$ cat src/rtl/instr_fetch_unit.sv
// Multicycle instruction fetch: assembles INSTR_W bits from INSTR_W/DATA_W memory beats,
// owns the PC, and presents the instruction to decode under a valid/ready handshake.
module instr_fetch_unit #(
  parameter int                DATA_W   = 8,
  parameter int                INSTR_W  = 32,
  parameter int                ADDR_W   = 8,
  parameter logic [ADDR_W-1:0] RESET_PC = '0
) (
  input  logic               clk,
  input  logic               reset,
  input  logic               en,
  input  logic               redirect,
  input  logic [ADDR_W-1:0]  redirect_pc,
  output logic               mem_rd,
  output logic [ADDR_W-1:0]  mem_adr,
  input  logic [DATA_W-1:0]  mem_rdata,
  input  logic               mem_ready,
  output logic [INSTR_W-1:0] instr,
  output logic               instr_valid,
  input  logic               instr_ready,
  output logic [ADDR_W-1:0]  pc,
  output logic               busy
);

  localparam int BEATS  = INSTR_W / DATA_W;
  localparam int BEAT_W = (BEATS > 1) ? $clog2(BEATS) : 1;
  localparam logic [BEAT_W-1:0] LAST_BEAT = BEAT_W'(BEATS - 1);

  typedef enum logic [1:0] {IDLE, FETCH, HOLD} state_t;

  state_t            state, next_state;
  logic [BEAT_W-1:0] beat;
  logic              beat_done;
  logic              last_beat;

  assign beat_done = (state == FETCH) && mem_ready;
  assign last_beat = (beat == LAST_BEAT);

  // NOTE: state and datapath registers use non-blocking assignments so every flop
  // samples pre-edge values regardless of process ordering.
  always_ff @(posedge clk or posedge reset) begin
    if (reset) state <= IDLE;
    else       state <= next_state;
  end

  // NOTE: next_state gets its hold value first so no path through the case leaves it
  // unassigned, which would otherwise infer a latch.
  always_comb begin
    next_state = state;
    if (redirect) begin
      next_state = en ? FETCH : IDLE;
    end else begin
      case (state)
        IDLE:    if (en) next_state = FETCH;
        FETCH:   if (mem_ready && last_beat) next_state = HOLD;
        HOLD:    if (instr_ready) next_state = en ? FETCH : IDLE;
        default: next_state = IDLE;
      endcase
    end
  end

  // Redirect wins over a beat returned in the same cycle: the beat is dropped.
  always_ff @(posedge clk or posedge reset) begin
    if (reset) begin
      pc          <= RESET_PC;
      beat        <= '0;
      instr       <= '0;
      instr_valid <= 1'b0;
    end else if (redirect) begin
      pc          <= redirect_pc;
      beat        <= '0;
      instr_valid <= 1'b0;
    end else begin
      if (beat_done) begin
        instr[int'(beat)*DATA_W +: DATA_W] <= mem_rdata;
        if (last_beat) begin
          beat        <= '0;
          pc          <= pc + ADDR_W'(BEATS);
          instr_valid <= 1'b1;
        end else begin
          beat <= beat + BEAT_W'(1);
        end
      end
      if (state == HOLD && instr_ready) instr_valid <= 1'b0;
    end
  end

  assign mem_rd  = (state == FETCH);
  assign mem_adr = pc + ADDR_W'(beat);
  assign busy    = (state != IDLE);

endmodule

$ cat config.mk
export PLATFORM = sky130hd
export DESIGN_NAME = instr_fetch_unit
export DESIGN_NICKNAME = d
export VERILOG_FILES = /design/src/rtl/instr_fetch_unit.sv
export SDC_FILE = /design/constraint.sdc
export NUM_CORES = 1
export LEC_CHECK = 0
export ABC_AREA = 1
export ABC_CLOCK_PERIOD_IN_PS = 3500
export BUFFER_PORTS_ARGS = -buffer_cell sky130_fd_sc_hd__buf_2
export CAP_MARGIN = 20
export CELL_PAD_IN_SITES_DETAIL_PLACEMENT = 1
export CELL_PAD_IN_SITES_GLOBAL_PLACEMENT = 1
export CORE_MARGIN = 4
export CORE_UTILIZATION = 42
export CTS_BUF_LIST = sky130_fd_sc_hd__clkbuf_2
export DETAILED_ROUTE_END_ITERATION = 8
export GPL_TIMING_DRIVEN = 0
export PLACE_DENSITY = 0.94
export SETUP_SLACK_MARGIN = 0.3
export SYNTH_ARGS = -nofsm -noshare
export SYNTH_HDL_FRONTEND = slang
export SYNTH_SLANG_ARGS = --single-unit
$ cat constraint.sdc
create_clock -name clk -period 3.5 [get_ports clk]
set_input_delay 0.35 -clock clk [delete_from_list [all_inputs] [get_ports clk]]
set_output_delay 0.35 -clock clk [all_outputs]
set_load 0.02 [all_outputs]
=== Word-level counts from Yosys, hierarchy flattened ===
Index checks and enable logic that the tools add are counted.

* Input port bits: 22
* Register bits after elaboration: 45
* Word-level logic and storage cells: 48

* Bitwise operators: 1
* $add $sub $neg: 4
* Shift operators: 2
* Eq/ne operators: 6
* Multiplexer cells: 17
* Reductions and logical operators: 13

{| class="wikitable"
|+ Operators with widths
! cell !! count
|-
| negation 5 -> 33 bit || 1
|-
| variable shift 8 x 33 -> 32 bit, first input constant || 1
|-
| variable part select 8 x 33 -> 32 bit || 1
|-
| bitwise mux 32 bit || 1
|-
| two-way mux 8 bit || 3
|-
| two-way mux 2 bit || 7
|-
| adder 8 x 2 -> 8 bit || 1
|-
| adder 8 x 3 -> 8 bit, second input constant || 1
|-
| != test 3 bit, second input constant || 2
|-
| case mux 2 bit (3 select lines) || 1
|-
| AND reduction 2 bit || 3
|-
| nonzero test 2 bit || 3
|-
| nonzero test 3 bit || 2
|-
| two-way mux 1 bit || 5
|-
| == test 2 bit, second input constant || 2
|-
| logical AND 1 bit || 3
|-
| != test 3 x 2 -> 1 bit, second input constant || 1
|-
| AND reduction 3 bit || 1
|-
| adder 2 x 1 -> 2 bit, second input constant || 1
|-
| == test 2 x 1 -> 1 bit, second input constant || 1
|-
| logical NOT 2 bit || 1
|-
| inverter 1 bit || 1
|}

=== Longest topological paths before layout ===
* Depth after elaboration: 5
* Gate-level depth with buffers: 9

=== Worst setup path after synthesis ===
No wires, ideal clock.

* Path kind: register to output
* Start: reg pc[0]
* End: out mem_adr[4]
* Buffers on the path: 0
* Data arrival time: 1.636 ns
* Slack: 1.514 ns
* Cell stages (with the launch flop): 4
* Required time: 3.150 ns
* Path through: dfrtp_1 > ha_1 > fa_1 > o21ai_0

* Word-level cells in the longest chain between the ends: 1

{| class="wikitable"
|+ RTL lines
! item !! line !! text
|-
| start: declaration || 21 || <nowiki>output logic [ADDR_W-1:0] pc,</nowiki>
|-
| start signal: assignment || 70 || <nowiki>pc <= redirect_pc;</nowiki>
|-
| start signal: assignment || 78 || <nowiki>pc <= pc + ADDR_W'(BEATS);</nowiki>
|-
| adder 8 x 2 -> 8 bit || 89 || <nowiki>assign mem_adr = pc + ADDR_W'(beat);</nowiki>
|-
| end: declaration || 15 || <nowiki>output logic [ADDR_W-1:0] mem_adr,</nowiki>
|}

No other way between the ends.

=== Worst setup path in the final report ===
* Start: reg beat[0]
* End: out mem_adr[6]

* Word-level cells in the longest chain between the ends: 1

{| class="wikitable"
|+ RTL lines
! item !! line !! text
|-
| start: declaration || 32 || <nowiki>logic [BEAT_W-1:0] beat;</nowiki>
|-
| start signal: assignment || 81 || <nowiki>beat <= beat + BEAT_W'(1);</nowiki>
|-
| adder 8 x 2 -> 8 bit || 89 ||
|}

No other way between the ends.

==> summary.txt <==
Outcome -> finished clean
Cell Rows -> 27
Ys Warns -> 0
Critical setup path kind -> register to output port
Syn Std Cell Area -> 2490 um2
TritonCTS Buffers -> 5
First-pass GRT wire length -> 11.7 mm
Post-route cell area -> 3030 um2
Longest Clk Path Bufs -> 2
Worst-Skew Late Latency -> 440 ps
Seq/Total Area, Yosys -> 45.1%
Initial antenna violation count -> 0
DRC -> 0
Global route total overflow -> 0
Post-DP HPWL -> 5.66 mm
VDD IR-drop max -> 0.222 mV
Clock power frac -> 18.0%
Hold path startpoint -> redirect_pc[0]
Drt initial violations -> 125
DR pass1 iterations -> 4
Core Box Area -> 5640 um2
Multi-input logic area -> 1230 um2
H-tree depth -> 2
Synth Net Count -> 323
Comb pwr share -> 34.2%
Total Nets Final -> 404
Critical path arrival -> 2050 ps
Seq cells post-synth -> 45
Syn_area_per_cell -> 8.57 um2
CTS Sinks -> 45
Min Tclk post-route -> 2400 ps
WL/cell -> 15.8 um
Die area -> 7240 um2
CTS tree -> done
Slew headroom -> 64.3%
Drt total wl -> 7.01 mm
RSZ-0062 raised after global routing -> false
Transition time of the tightest slew-check pin -> 535 ps
Layout cells sized above 1 -> 35.1%
Die Height -> 85.1 um
Ys async rst share -> 100%
DP Area -> 2970 um2
Reg power frac -> 47.8%
Mapped Cells -> 291
Mean number of vias per cell -> 5.14
Clk slew on worst S/H paths -> 230 ps
All-Layer GR Usage -> 20.1%
Setup crit start kind -> register
Synth Flop Type -> dfrtp_1
Vias in the first global route -> 2444
Unique masters post-synth -> 30
Register area -> 1130 um2
Final hold vios -> 0
Pins Over Slew Limit -> 0
Pin count of the biggest net entering global routing -> 24
Final antenna-violating net count -> 0
Initial Util -> 44.2%
Clk root buf -> clkbuf_2
Worst Setup End Kind -> output port
Synth-to-Final Area Change -> 21.5%
Post-synth EDFFs -> 0
Setup TNS -> 0 ps
Critical Path RT -> 3150 ps
PwrDens -> 427 nW/um2
Net Sw Power -> 0.000535 W
Routability congestion estimate from global placement -> 0.883
Chip width -> 85.1 um
Max Cap Viol -> 0
Via count -> 2289
Final Skew -> 30.3 ps
Final setup viols -> 0
Inserted Diodes -> 0
Final worst-path cycle share -> 68.5%
Critical path peak fanout -> 7
CP Launch Point -> beat[0]$_DFFE_PP0P_
Switching Share -> 41.4%
# IOs -> 73
PortBufs -> 72
Fmax -> 417 MHz
Static leakage -> 1.63 nW
R2R Path Start -> beat[0]$_DFFE_PP0P_
Min-delay worst type -> input pin to register
Core Util, Final -> 53.7%
Internal -> 0.000759 W
Post-CTS Setup Inserts -> 0
Number of fillers in the final layout -> 732
## layout make-up
class,instances,share of cell area (%)
Clock buffer,5,0.826
Buffer,8,2.02
Tap cell,72,2.97
Multi-Input combinational cell,217,40.5
Sequential cell,45,37.2
Inverter,21,2.60
Timing Repair Buffer,74,13.1
Clock inverter,3,0.743
## worst max-delay path, stage by stage (launching register included)
cell and delay [ps]:
dfrtp_1 530, ha_1 260, fa_1 480, nand2_1 130, o21ai_0 80, buf_2 160
## routing by layer
layer	track usage [%]	wire length, um
met5	0	0
met3	3.30	242
met1	25.4	2940
met4	5.32	115
met2	35.5	3720
## power groups by stage
stage / clock, W / combinational, W / sequential, W
finish: 0.000233 / 0.000443 / 0.000619
global route: 0.000266 / 0.000488 / 0.000629
CTS: 0.000244 / 0.000449 / 0.000620
detailed placement: 0 / 0.000446 / 0.000629
global placement: 0 / 0.000424 / 0.000626
floorplan: 0 / 0.000238 / 0.000677
## flip-flops by register name, summed over array words and instances (netlist names)
name,flops
pc,8
instr_valid,1
beat,2
instr,32
state,2
## metrics by stage
step | instances | power, W | setup WS, ps | hold slack, ps
CTS | 445 | 0.00131 | 1060 | 80.6
finish | 445 | 0.00129 | 1100 | 110
global route | 445 | 0.00138 | 929 | 83.5
detailed placement | 436 | 0.00107 | 1130 | 423
global placement | 435 | 0.00105 | 1220 | 461
floorplan | 291 | 0.000916 | 1510 | 467
## cell usage in the layout (no fill, tap or decap), types with 4 or more instances in the layout
| cell | Yosys | layout |
|---|---|---|
| nand2_1 | 91 | 91 |
| ha_1 | 9 | 9 |
| dfrtp_1 | 45 | 45 |
| nand2_4 | 4 | 4 |
| o21ai_0 | 15 | 15 |
| nand2_2 | 6 | 6 |
| nor2_1 | 21 | 21 |
| nand4_1 | 9 | 9 |
| inv_1 | 18 | 17 |
| xor2_1 | 4 | 4 |
| nand3_1 | 19 | 19 |
| clkbuf_2 | 0 | 5 |
| buf_2 | 4 | 76 |
| o21ai_2 | 24 | 24 |
## timing repair
action	CTS	global route
hold endpoints to repair	22	0
resized for setup	0	0
hold buffers	1	0
## synth_stat cells, types with 2 or more instances
master    instances  area, um2
buf_2             4       20.0
nand2_1          91        342
clkinv_1          2       7.51
o21ai_2          24        210
ha_1              9        113
a21oi_1           2       10.0
nand2_2           6       37.5
o21ai_0          15       75.1
nor2_1           21       78.8
xor2_1            4       35.0
nor2_4            2       22.5
nand4_1           9       56.3
nand2_4           4       45.0
inv_1            18       67.6
buf_6             3       33.8
nand3_1          19       95.1
dfrtp_1          45       1130
## path summary, 6_finish.rpt
path / end / slack [ps] / cells after the start
worst max-delay path: mem_adr[6] / 1100 / 5
worst min-delay path: pc[0]$_DFFE_PP0P_ / 110 / 3
worst max register to register: instr[16]$_DFFE_PP0P_ / 1120 / 9
worst min register to register: instr[14]$_DFFE_PP0P_ / 510 / 2
max in group asynchronous: pc[4]$_DFFE_PP0P_ / 2530 / 4
min in group asynchronous: instr[31]$_DFFE_PP0P_ / 440 / 3
## logic make-up after synthesis
family | synth area share (%)
and+or+nand+nor | 29.0
AOI/OAI and AO/OA | 13.1
DFF | 45.1
buffers and inverters | 5.62
adders and majority gates | 5.32
xor gates and xnor gates | 1.76
No activity file was read; power rests on OpenSTA's default activity.
